[src/rtl/btc_link_pkg.sv]
// Shared definitions for the host-side miner link.
// Contents: header/hash sizes, bit positions of the miner uo/ui pins,
// the link state enum and small state-classification helpers.
package btc_link_pkg;

    localparam int HDR_WORDS   = 40;
    localparam int HASH_BYTES  = 32;

    // Miner uo pin layout
    localparam int UO_RQ_BIT   = 7;
    localparam int UO_DONE_BIT = 6;
    localparam int UO_ADDR_MSB = 5;
    localparam int UO_ADDR_LSB = 0;

    // Miner ui pin layout during readout
    localparam int UI_ACK_BIT  = 7;

    typedef enum logic [2:0] {
        ST_IDLE       = 3'd0,
        ST_RESET_HOLD = 3'd1,
        ST_LOAD       = 3'd2,
        ST_COMPUTE    = 3'd3,
        ST_READOUT    = 3'd4,
        ST_DONE       = 3'd5,
        ST_ERROR      = 3'd6
    } link_state_e;

    // States in which the host may write the header and launch a job
    function automatic logic is_quiescent(input link_state_e s);
        return (s == ST_IDLE) || (s == ST_DONE) || (s == ST_ERROR);
    endfunction

    // States in which the watchdog runs
    function automatic logic is_active(input link_state_e s);
        return (s == ST_RESET_HOLD) || (s == ST_LOAD) ||
               (s == ST_COMPUTE)    || (s == ST_READOUT);
    endfunction

    // Miner is out of reset while a job runs and while it idles in DONE
    function automatic logic chip_released(input link_state_e s);
        return (s == ST_LOAD) || (s == ST_COMPUTE) ||
               (s == ST_READOUT) || (s == ST_DONE);
    endfunction

endpackage

[src/rtl/btc_host_link_if.sv]
// Pin bundle between the host link controller and the miner tile.
//   chip_rst_n   : miner reset (host -> miner)
//   chip_ui      : miner ui pins (host -> miner)
//   chip_uio_out : host drive value for the shared uio pins
//   chip_uio_oe  : host owns the uio pins when high
//   chip_uo      : miner uo pins (rq / done / addr)
//   chip_uio_in  : miner drive value on the uio pins (hash byte)
// master = host side, slave = miner side.
interface btc_host_link_if;
    logic       chip_rst_n;
    logic [7:0] chip_ui;
    logic [7:0] chip_uio_out;
    logic       chip_uio_oe;
    logic [7:0] chip_uo;
    logic [7:0] chip_uio_in;

    modport master (
        output chip_rst_n, chip_ui, chip_uio_out, chip_uio_oe,
        input  chip_uo, chip_uio_in
    );

    modport slave (
        input  chip_rst_n, chip_ui, chip_uio_out, chip_uio_oe,
        output chip_uo, chip_uio_in
    );
endinterface

[src/rtl/btc_hdr_ram.sv]
// 40 x 16 block-header buffer.
//   clk     : write clock
//   we_i    : write strobe (indices of 40 and above are dropped)
//   waddr_i : write word index
//   wdata_i : write word
//   raddr_i : asynchronous read index (reads 0 at 40 and above)
//   rdata_o : read word
// Contents are not reset; they are undefined until written.
module btc_hdr_ram
    import btc_link_pkg::*;
(
    input  logic        clk,
    input  logic        we_i,
    input  logic [5:0]  waddr_i,
    input  logic [15:0] wdata_i,
    input  logic [5:0]  raddr_i,
    output logic [15:0] rdata_o
);

    logic [15:0] mem_q [0:HDR_WORDS-1];

    // Synchronous write port
    always_ff @(posedge clk) begin
        if (we_i && (waddr_i < 6'(HDR_WORDS))) begin
            mem_q[waddr_i] <= wdata_i;
        end
    end

    // Asynchronous read port, zero outside the header range
    always_comb begin
        if (raddr_i < 6'(HDR_WORDS)) begin
            rdata_o = mem_q[raddr_i];
        end else begin
            rdata_o = 16'h0000;
        end
    end

endmodule

[src/rtl/btc_host_link.sv]
// Host-side controller for the SHA-256 miner tile pin protocol.
// Buffers a 640-bit header, holds the miner in reset at job start, serves
// the miner's word requests, waits for done and reads back 32 hash bytes
// with a one-cycle ack per byte. A watchdog aborts stalled jobs.
//   clk, rst_n           : clock shared with the miner, async active-low reset
//   hdr_we/waddr/wdata   : header buffer write port (quiescent states only)
//   start                : single-cycle job request
//   busy                 : job in flight
//   hash_out, hash_valid : captured hash and its completion pulse
//   timeout_err          : sticky watchdog flag, cleared by an accepted start
//   chip                 : miner pin bundle (master side)
module btc_host_link
    import btc_link_pkg::*;
#(
    parameter int CHIP_RST_CYCLES = 4,
    parameter int TIMEOUT_CYCLES  = 65535
) (
    input  logic           clk,
    input  logic           rst_n,
    input  logic           hdr_we,
    input  logic [5:0]     hdr_waddr,
    input  logic [15:0]    hdr_wdata,
    input  logic           start,
    output logic           busy,
    output logic [255:0]   hash_out,
    output logic           hash_valid,
    output logic           timeout_err,
    btc_host_link_if.master chip
);

    localparam int RCW = (CHIP_RST_CYCLES > 1) ? $clog2(CHIP_RST_CYCLES + 1) : 1;
    localparam int WDW = $clog2(TIMEOUT_CYCLES + 1);
    localparam logic [5:0] ADDR_END = 6'(HDR_WORDS);
    localparam logic [5:0] K_END    = 6'(HASH_BYTES);

    link_state_e    state_q, state_d;
    logic [RCW-1:0] rst_cnt_q, rst_cnt_d;
    logic [WDW-1:0] wdog_q, wdog_d;
    logic [5:0]     k_q, k_d;
    logic           ack_q, ack_d, ack_prev_q, rq_prev_q;
    logic           busy_q, busy_d;
    logic           crst_n_q, crst_n_d;
    logic           oe_q, oe_d;
    logic           hv_q, hv_d;
    logic           terr_q, terr_d;
    logic [7:0]     ui_q, ui_d;
    logic [7:0]     uio_q, uio_d;
    logic [255:0]   hash_q, hash_d;

    logic [15:0]    rd_data_s;
    logic [5:0]     addr_s;
    logic           rq_s, done_s, quiet_s;
    logic           wdog_exp_s, wdog_clr_s, rst_done_s, capture_s, hdr_wr_s;

    assign addr_s     = chip.chip_uo[UO_ADDR_MSB:UO_ADDR_LSB];
    assign rq_s       = chip.chip_uo[UO_RQ_BIT];
    assign done_s     = chip.chip_uo[UO_DONE_BIT];
    assign quiet_s    = is_quiescent(state_q);
    assign hdr_wr_s   = hdr_we && quiet_s;
    assign rst_done_s = (rst_cnt_q == RCW'(CHIP_RST_CYCLES - 1));
    assign wdog_exp_s = is_active(state_q) && (wdog_q == WDW'(TIMEOUT_CYCLES - 1));
    // Accept a byte only when the previous ack has fully cleared for a cycle,
    // giving the miner time to drop rq and present the next byte.
    assign capture_s  = (state_q == ST_READOUT) && rq_s && !ack_q && !ack_prev_q &&
                        (k_q < K_END);
    // Progress events that keep the watchdog alive
    assign wdog_clr_s = ((state_q == ST_LOAD) && rq_prev_q && !rq_s) || capture_s;

    btc_hdr_ram u_ram (
        .clk     (clk),
        .we_i    (hdr_wr_s),
        .waddr_i (hdr_waddr),
        .wdata_i (hdr_wdata),
        .raddr_i (addr_s),
        .rdata_o (rd_data_s)
    );

    // State register
    always_ff @(posedge clk or negedge rst_n) begin
        if (!rst_n) begin
            state_q <= ST_IDLE;
        end else begin
            state_q <= state_d;
        end
    end

    // Next-state logic; watchdog expiry overrides any other transition
    always_comb begin
        state_d = state_q;
        case (state_q)
            ST_IDLE, ST_DONE, ST_ERROR: begin
                if (start) state_d = ST_RESET_HOLD;
                else       state_d = state_q;
            end
            ST_RESET_HOLD: begin
                if (wdog_exp_s)      state_d = ST_ERROR;
                else if (rst_done_s) state_d = ST_LOAD;
                else                 state_d = state_q;
            end
            ST_LOAD: begin
                if (wdog_exp_s)              state_d = ST_ERROR;
                else if (addr_s == ADDR_END) state_d = ST_COMPUTE;
                else                         state_d = state_q;
            end
            ST_COMPUTE: begin
                if (wdog_exp_s)  state_d = ST_ERROR;
                else if (done_s) state_d = ST_READOUT;
                else             state_d = state_q;
            end
            ST_READOUT: begin
                if (wdog_exp_s)          state_d = ST_ERROR;
                else if (k_q == K_END)   state_d = ST_DONE;
                else                     state_d = state_q;
            end
            default: state_d = ST_IDLE;
        endcase
    end

    // Output and datapath next values, all derived from the upcoming state
    always_comb begin
        busy_d   = !is_quiescent(state_d);
        crst_n_d = chip_released(state_d);
        oe_d     = (state_d == ST_LOAD);
        hv_d     = (state_q == ST_READOUT) && (state_d == ST_DONE);
        ack_d    = capture_s;

        if (state_q == ST_RESET_HOLD) rst_cnt_d = rst_cnt_q + 1'b1;
        else                          rst_cnt_d = '0;

        if ((state_d != state_q) || !is_active(state_q) || wdog_clr_s) wdog_d = '0;
        else                                                           wdog_d = wdog_q + 1'b1;

        if (state_q != ST_READOUT) k_d = 6'd0;
        else if (capture_s)        k_d = k_q + 6'd1;
        else                       k_d = k_q;

        // Byte k lands at bits [255-8k -: 8]; ~k[4:0] is 31-k
        hash_d = hash_q;
        if (capture_s) hash_d[{~k_q[4:0], 3'b000} +: 8] = chip.chip_uio_in;
        else           hash_d = hash_q;

        case (state_d)
            ST_LOAD: begin
                ui_d  = rd_data_s[15:8];
                uio_d = rd_data_s[7:0];
            end
            ST_READOUT: begin
                ui_d  = {ack_d, 7'b000_0000};
                uio_d = 8'h00;
            end
            default: begin
                ui_d  = 8'h00;
                uio_d = 8'h00;
            end
        endcase

        if (state_d == ST_ERROR)    terr_d = 1'b1;
        else if (quiet_s && start)  terr_d = 1'b0;
        else                        terr_d = terr_q;
    end

    // Registered outputs and datapath
    always_ff @(posedge clk or negedge rst_n) begin
        if (!rst_n) begin
            rst_cnt_q  <= '0;
            wdog_q     <= '0;
            k_q        <= 6'd0;
            ack_q      <= 1'b0;
            ack_prev_q <= 1'b0;
            rq_prev_q  <= 1'b0;
            busy_q     <= 1'b0;
            crst_n_q   <= 1'b0;
            oe_q       <= 1'b0;
            hv_q       <= 1'b0;
            terr_q     <= 1'b0;
            ui_q       <= 8'h00;
            uio_q      <= 8'h00;
            hash_q     <= 256'h0;
        end else begin
            rst_cnt_q  <= rst_cnt_d;
            wdog_q     <= wdog_d;
            k_q        <= k_d;
            ack_q      <= ack_d;
            ack_prev_q <= ack_q;
            rq_prev_q  <= rq_s;
            busy_q     <= busy_d;
            crst_n_q   <= crst_n_d;
            oe_q       <= oe_d;
            hv_q       <= hv_d;
            terr_q     <= terr_d;
            ui_q       <= ui_d;
            uio_q      <= uio_d;
            hash_q     <= hash_d;
        end
    end

    assign busy              = busy_q;
    assign hash_out          = hash_q;
    assign hash_valid        = hv_q;
    assign timeout_err       = terr_q;
    assign chip.chip_rst_n   = crst_n_q;
    assign chip.chip_ui      = ui_q;
    assign chip.chip_uio_out = uio_q;
    assign chip.chip_uio_oe  = oe_q;

endmodule

[src/flat_wrapper.sv]
// flat-port wrapper written by rule: the top's interface ports become plain ports
module btc_host_link_flat import btc_link_pkg::*;
#(
    parameter int CHIP_RST_CYCLES = 4,
    parameter int TIMEOUT_CYCLES  = 65535
)
  (clk, rst_n, hdr_we, hdr_waddr, hdr_wdata, start, busy, hash_out, hash_valid, timeout_err, chip_chip_rst_n, chip_chip_ui, chip_chip_uio_out, chip_chip_uio_oe, chip_chip_uo, chip_chip_uio_in);
  btc_host_link_if chip_i ();
  input  logic clk;
  input  logic rst_n;
  input  logic hdr_we;
  input  logic [5:0] hdr_waddr;
  input  logic [15:0] hdr_wdata;
  input  logic start;
  output logic busy;
  output logic [255:0] hash_out;
  output logic hash_valid;
  output logic timeout_err;
  output wire logic [$bits(chip_i.chip_rst_n)-1:0] chip_chip_rst_n;
  output wire logic [$bits(chip_i.chip_ui)-1:0] chip_chip_ui;
  output wire logic [$bits(chip_i.chip_uio_out)-1:0] chip_chip_uio_out;
  output wire logic [$bits(chip_i.chip_uio_oe)-1:0] chip_chip_uio_oe;
  input wire logic [$bits(chip_i.chip_uo)-1:0] chip_chip_uo;
  input wire logic [$bits(chip_i.chip_uio_in)-1:0] chip_chip_uio_in;
  assign chip_chip_rst_n = chip_i.chip_rst_n;
  assign chip_chip_ui = chip_i.chip_ui;
  assign chip_chip_uio_out = chip_i.chip_uio_out;
  assign chip_chip_uio_oe = chip_i.chip_uio_oe;
  assign chip_i.chip_uo = chip_chip_uo;
  assign chip_i.chip_uio_in = chip_chip_uio_in;
  btc_host_link #(.CHIP_RST_CYCLES(CHIP_RST_CYCLES), .TIMEOUT_CYCLES(TIMEOUT_CYCLES)) u_core (.clk(clk), .rst_n(rst_n), .hdr_we(hdr_we), .hdr_waddr(hdr_waddr), .hdr_wdata(hdr_wdata), .start(start), .busy(busy), .hash_out(hash_out), .hash_valid(hash_valid), .timeout_err(timeout_err), .chip(chip_i));
endmodule
[config.mk]
export PLATFORM = sky130hd
export DESIGN_NAME = btc_host_link_flat
export DESIGN_NICKNAME = d
export VERILOG_FILES = /design/src/rtl/btc_link_pkg.sv /design/src/rtl/btc_host_link_if.sv /design/src/rtl/btc_hdr_ram.sv /design/src/rtl/btc_host_link.sv /design/src/flat_wrapper.sv
export SDC_FILE = /design/constraint.sdc
export NUM_CORES = 1
export LEC_CHECK = 0
export ABC_CLOCK_PERIOD_IN_PS = 2900
export CAP_MARGIN = 10
export CORE_MARGIN = 2
export CORE_UTILIZATION = 25
export CTS_CLUSTER_SIZE = 25
export DETAILED_ROUTE_END_ITERATION = 12
export DONT_BUFFER_PORTS = 1
export HOLD_SLACK_MARGIN = 0.15
export PLACE_DENSITY = 0.43
export SYNTH_ARGS = -nofsm -noshare
export SYNTH_HDL_FRONTEND = slang
export SYNTH_HIERARCHICAL = 1
export SYNTH_SLANG_ARGS = --single-unit
export TNS_END_PERCENT = 50
[constraint.sdc]
create_clock -name clk -period 2.9 [get_ports clk]
set_clock_uncertainty 0.1 [all_clocks]
set_input_delay 0.725 -clock clk [delete_from_list [all_inputs] [get_ports clk]]
set_output_delay 0.725 -clock clk [all_outputs]
set_load 0.05 [all_outputs]
# [Yosys cells after proc, flatten, opt, wreduce, memory -nomap -nowiden]
# Memory sizes are Yosys's and may differ from the RTL's.
# Cells that the tools add are included.
[word_totals] mem_count=1 output_inout_bits=277 register_bits=308 mem_bits_rw=640
[memory_table] memory="u_core.u_ram.mem_q" depth=40 width=16 read_ports=1 rd_clocked_by_memory_dff=0 write_ports=1 line="btc_hdr_ram.sv:20" rtl="logic [15:0] mem_q [0:HDR_WORDS-1];"
[op_classes] magnitude_cmp=3 eq_ne=17 muxes=22 bitwise_logic=1 shifts=2 addsub=4 n_reduce_logical=34
[op_table] op="bitwise mux 256 bit" count=1
[op_table] op="variable shift 8 x 10 -> 256 bit (first input constant)" count=1
[op_table] op="variable part select 8 x 10 -> 256 bit" count=1
[op_table] op="2-to-1 mux 16 bit" count=2
[op_table] op="2-to-1 mux 3 bit" count=10
[op_table] op="== test 3 bit (second input constant)" count=6
[op_table] op="< comparator 6 bit (second input constant)" count=3
[op_table] op="adder 16 x 1 -> 16 bit (second input constant)" count=1
[op_table] op="== test 16 bit (second input constant)" count=1
[op_table] op="case mux 8 bit (2 select lines)" count=1
[op_table] op="== test 3 x 2 -> 1 bit (second input constant)" count=5
[op_table] op="case mux 3 bit (5 select lines)" count=1
[op_table] op="logical OR 1 bit" count=13
[op_table] op="== test 6 bit (second input constant)" count=2
[op_table] op="2-to-1 mux 6 bit" count=2
[op_table] op="logical AND 1 bit" count=11
[op_table] op="negator 8 -> 10 bit" count=1
[op_table] op="2-to-1 mux 8 bit" count=1
[op_table] op="adder 6 x 1 -> 6 bit (second input constant)" count=1
[op_table] op="logical NOT 3 bit" count=2
[op_table] op="logical NOT 1 bit" count=5
[op_table] op="NOT 5 bit" count=1
[op_table] op="2-to-1 mux 1 bit" count=4
[op_table] op="nonzero test 2 bit" count=2
[op_table] op="5 further kinds" count=5

# [Logic depth before layout (Yosys ltp)]
[depth] word_depth=11 depth_mapped=12 depth_no_buf=8

# [By module]
# Netlist, hierarchy kept.
[by_module_without_submodules] mod="btc_hdr_ram" instances=1 cells_each=1183 area_per_inst_um2=24890.1
[by_module_without_submodules] mod="btc_host_link" instances=1 cells_each=1081 area_per_inst_um2=12731.0

# [Worst setup path before layout]
# No wires, ideal clock.
[synth_path] path_kind="flip-flop to flip-flop" startpoint="register u_core.state_q[2]" endpoint="memory u_core.u_ram.mem_q[36][0], enable pin" setup_ns=0.388 stages_incl_launch_ff=9 period_less_slack_ns=2.982 required_time_ns=2.412 arrival_ns=2.494 setup_slack_ns=-0.082 path_cell_list="dfrtp_1 > clkbuf_1 > nor3_1 > a21oi_1 > nor2b_1 > nand2_1 > nor2_1 > nand3b_1 > nor2_1"
[synth_via] elab_chain_cells=7 elab_cells_between_ends=9
[synth_rtl] item="from (decl)" line="btc_host_link.sv:36" rtl="link_state_e state_q, state_d;"
[synth_rtl] item="from (signal assigned)" line="btc_host_link.sv:83" rtl="state_q <= state_d;"
[synth_rtl] item="== test 3 bit or logical NOT 3 bit (tied branches)" line="btc_link_pkg.sv:30" rtl="return (s == ST_IDLE) || (s == ST_DONE) || (s == ST_ERROR);"
[synth_rtl] item="logical OR 1 bit" line="btc_link_pkg.sv:30"
[synth_rtl] item="logical OR 1 bit (*)" line="btc_link_pkg.sv:30"
[synth_rtl] item="logical AND 1 bit (*)" line="btc_host_link.sv:59" rtl="assign hdr_wr_s = hdr_we && quiet_s;"
[synth_rtl] item="via u_core.hdr_wr_s" line="btc_host_link.sv:53" rtl="logic wdog_exp_s, wdog_clr_s, rst_done_s, capture_s, hdr_wr_s;"
[synth_rtl] item="logical AND 1 bit (*)" line="btc_hdr_ram.sv:24" rtl="if (we_i && (waddr_i < 6'(HDR_WORDS))) begin"
[synth_rtl] item="2-to-1 mux 1 bit (*)" line="btc_hdr_ram.sv:24"
[synth_rtl] item="2-to-1 mux 1 bit (implied by the code) (*)" line="btc_hdr_ram.sv:25" rtl="mem_q[waddr_i] <= wdata_i;"
[synth_rtl] item="to (decl)" line="btc_hdr_ram.sv:20"
# Mark *: on every way through the listed nets, which the timed path passes. The rest lies on a longest branch.

# [Final worst setup path]
[layout_path] startpoint="register u_core.state_q[2]" endpoint="memory u_core.u_ram.mem_q[6][15], enable pin"
# Same word-level chain as after synthesis.

==> out/results.tsv <==
stage	metric	value	unit
outcome	status	finished, violations left	
outcome	violations	hold timing	
final_layout	area_growth_syn_to_layout	18.26	%
run	maxCapViolCount	0	
clocking	cts_made_buffers	100	
clocking	clock_sinks	948	
sta	post-route-period-util	93.07	%
grt	grt_pass1_wl	158400	um
final_layout	nNetsFinal	2454	
setup_path	critPathKind	flip-flop to flip-flop	
detailed_routing	ant_nets	0	
power_and_ir_drop	p_leak	16.26	nW
sta	whs	-0.3643	ns
min_path	min_path_type	primary input to async pin	
detailed_routing	drt_iter0_drc	1441	
placement	gp_congestion	0.8061	
placement	hpwlAfterDp	73050	um
final_layout	final_area	0.04449	mm^2
setup_path	cp-end-kind	flip-flop	
clocking	clockBufferDepth	3	
detailed_routing	wl_per_cell	24.91	um
final_layout	final_layout_size_suffix_gt1_share	23.51	%
logic_synthesis	ys_ff_latch	948	
detailed_routing	via_per_inst	4.594	
setup_path	cp.arrival	2.98	ns
setup_path	critPathBufInv	2	
clocking	clk_latency	0.70	ns
sta	rsz0062_at_grt	yes	
placement	dpl-instance-area	0.04072	mm^2
floorplanning	ios	319	
logic_synthesis	synth_flop_cell	edfxtp_1	
logic_synthesis	synth_edf_count	640	
detailed_routing	vias	20680	
sta	slew_headroom	25.38	%
logic_synthesis	synth_async_sr_flop_share	32.49	%
final_layout	layout.cells.non_filler	4502	
grt	grt_pass1_vias	21280	
setup_path	critPathMaxStageDelay	0.48	ns
sta	max_freq	0.3705	GHz
detailed_routing	wl	112200	um
logic_synthesis	syn_nets	2315	
setup_path	critPathLaunchType	flip-flop	
setup_path	required	3.19	ns
clocking	path_clk_slew	0.06	ns
floorplanning	num_rows	142	
floorplanning	die_h	391.9	um
power_and_ir_drop	peakVddDrop	396.3	uV
clocking	post_cts_buffers	0	
placement	port_buffers	0	
clocking	cts_tree	built	
logic_synthesis	synthCells	2264	
logic_synthesis	avgSynthCellArea	16.62	um^2
power_and_ir_drop	power.density	724.7	mW/mm^2
setup_path	path_delay_family	simple AND/OR/NAND/NOR gates	
placement	dp_cells	4290	
sta	finalHoldViolCount	308	
clocking	cts_hold_buf	27	
logic_synthesis	synth_area_leaders	edfxtp_1 51%, dfrtp_1 20%, mux4_2 6.2%	
clocking	htree_levels	3	
sta	layout_min_cycle_time	2.699	ns
setup_path	crit_chain	nor3_1 -> a21oi_1 -> nor2b_1 -> buf_4 -> nand2_1 -> nor2_1 -> nand3_1 -> nor2_1 -> buf_4	
floorplanning	chipWidth	391.9	um
sta	slew_viol_final	0	
logic_synthesis	synth-seq-area-share	71.57	%
grt	grt_max_degree	309	
setup_path	slowest_stage	dfrtp_1	
logic_synthesis	syn_area	0.03762	mm^2
setup_path	crit_fanout	10	
logic_synthesis	synth.top_cell.area_share	51.08	%
clocking	ctsResizeCount	0	
grt	grt_overflow	0	
final_layout	utilization	29.74	%
floorplanning	core	0.1496	mm^2
clocking	root_buffer	clkbuf_16	
logic_synthesis	synth_cell_types	75	
grt	antenna_found_initial	3	
sta	finalSetupViolCount	0	
detailed_routing	drc	0	
power_and_ir_drop	total_power	32.24	mW
floorplanning	die_area	0.1536	mm^2
logic_synthesis	synth_warnings	6	
grt	grt.total_usage	14.28	%
floorplanning	start_util	25.15	%
logic_synthesis	yosys.area.top_type	edfxtp_1	
detailed_routing	first_pass_iters	7	
sta	worst_pin_slew	1.119	ns
[worst reg2reg max path: stages (launching register included)]
cell and delay [ns]:
dfrtp_1 0.48, nor3_1 0.29, a21oi_1 0.09, nor2b_1 0.13
buf_4 0.20, nand2_1 0.07, nor2_1 0.21, nand3_1 0.26
nor2_1 0.30, buf_4 0.27
[Yosys cell counts, drive strengths merged, types with 6 or more instances]
cell type    n
and3         8
o22ai       18
a22oi       28
ha           9
nand3       50
buf         89
o31ai       64
edfxtp     640
nand2      187
mux4       105
o211ai      10
inv         22
nor3        30
o221ai      22
a211oi       6
nor2       117
o2bb2ai     10
clkbuf      36
mux2i      132
nand4        9
and2        38
xor2        14
mux2       132
dfrtp      308
o21ai       78
a21oi       30
xnor2       10
nand3b       7
nor2b        8
[stage by stage]
step             TNS, ns  setup slack (ns)
6_report               0            0.2009
5_1_grt         -0.02630          -0.01437
4_1_cts                0            0.2073
3_5_place_dp           0          0.005385
3_3_place_gp   -0.001142         -0.001142
2_1_floorplan     -20.48          -0.08225
[power by group]
group,switching [mW],total [mW],internal [mW]
Sequential,2.01,16.9,14.9
Clock,5.34,13.0,7.67
Combinational,1.35,2.30,0.953
[sequential cells by signal (all words and copies together) (netlist names)]
name,count
u_core/u_ram/mem_q,640
u_core/hash_out,256
u_core/wdog_q,16
u_core/chip.chip_ui,8
u_core/chip.chip_uio_out,8
u_core/k_q,6
u_core/rst_cnt_q,3
u_core/state_q,3
u_core/ack_prev_q,1
u_core/ack_q,1
u_core/busy,1
u_core/chip.chip_rst_n,1
u_core/chip.chip_uio_oe,1
u_core/hash_valid,1
u_core/rq_prev_q,1
u_core/timeout_err,1
[final timing paths]
kind                       cells after the start           startpoint  slack, ns                   endpoint
setup / recovery                               9    u_core/state_q[2]       0.20  u_core/u_ram/mem_q[6][15]
hold / removal                                 0                rst_n      -0.36       u_core/hash_out[109]
setup reg to reg                               9    u_core/state_q[2]       0.20  u_core/u_ram/mem_q[6][15]
hold reg to reg                                1  u_core/rst_cnt_q[0]       0.34        u_core/rst_cnt_q[0]
max in group asynchronous                      0                rst_n       2.84         u_core/hash_out[7]
min in group clk                               2  chip_chip_uio_in[7]       0.22       u_core/hash_out[247]
[logic make-up (layout without fill, tap and decap cells)]
kind of cell,after synthesis,in the layout,share of synthesized area [%]
buf+inv,147,367,2.298
xor+xnor,24,24,0.5587
other cells,0,2,0
simple gates,476,476,6.113
compound gates,291,291,5.311
flops,948,948,71.57
fa+ha+maj,9,9,0.2993
mux,369,369,13.85
[routing by layer]
metal,vias up,routed length (um),share of wire [%],track usage (%)
met4,2,2235,2.0,3.259
met3,144,10440,9.3,5.196
met5,-,13,0.012,0
met1,10830,46100,41,17.83
met2,719,53380,48,23.50
li1,8987,-,-,-
[final cells by class]
class,count,area [um^2]
clock inverters,47,490.5
repair buffers,162,1744
well taps,2016,2522
fillers,14820,105100
clock buffers,136,2844
inverters,22,82.58
multi-input cells,1169,9877
flip-flops and latches,948,26930
diodes,2,5.005
[layout by cell type, fill, tap and decap left out, drive strengths merged, types with 9 or more instances in the layout]
cell type,count
a21oi,30
nor3,30
o31ai,64
xor2,14
xnor2,10
nand4,9
mux2,132
o21ai,78
dlygate4sd3,11
ha,9
clkbuf,136
clkinv,28
o22ai,18
bufinv,9
nand2,187
buf,151
and2,38
nor2,117
mux4,105
o211ai,10
inv,28
o221ai,22
a22oi,28
o2bb2ai,10
edfxtp,640
dfrtp,308
nand3,50
mux2i,132
Power figures use the tool's default switching activity.
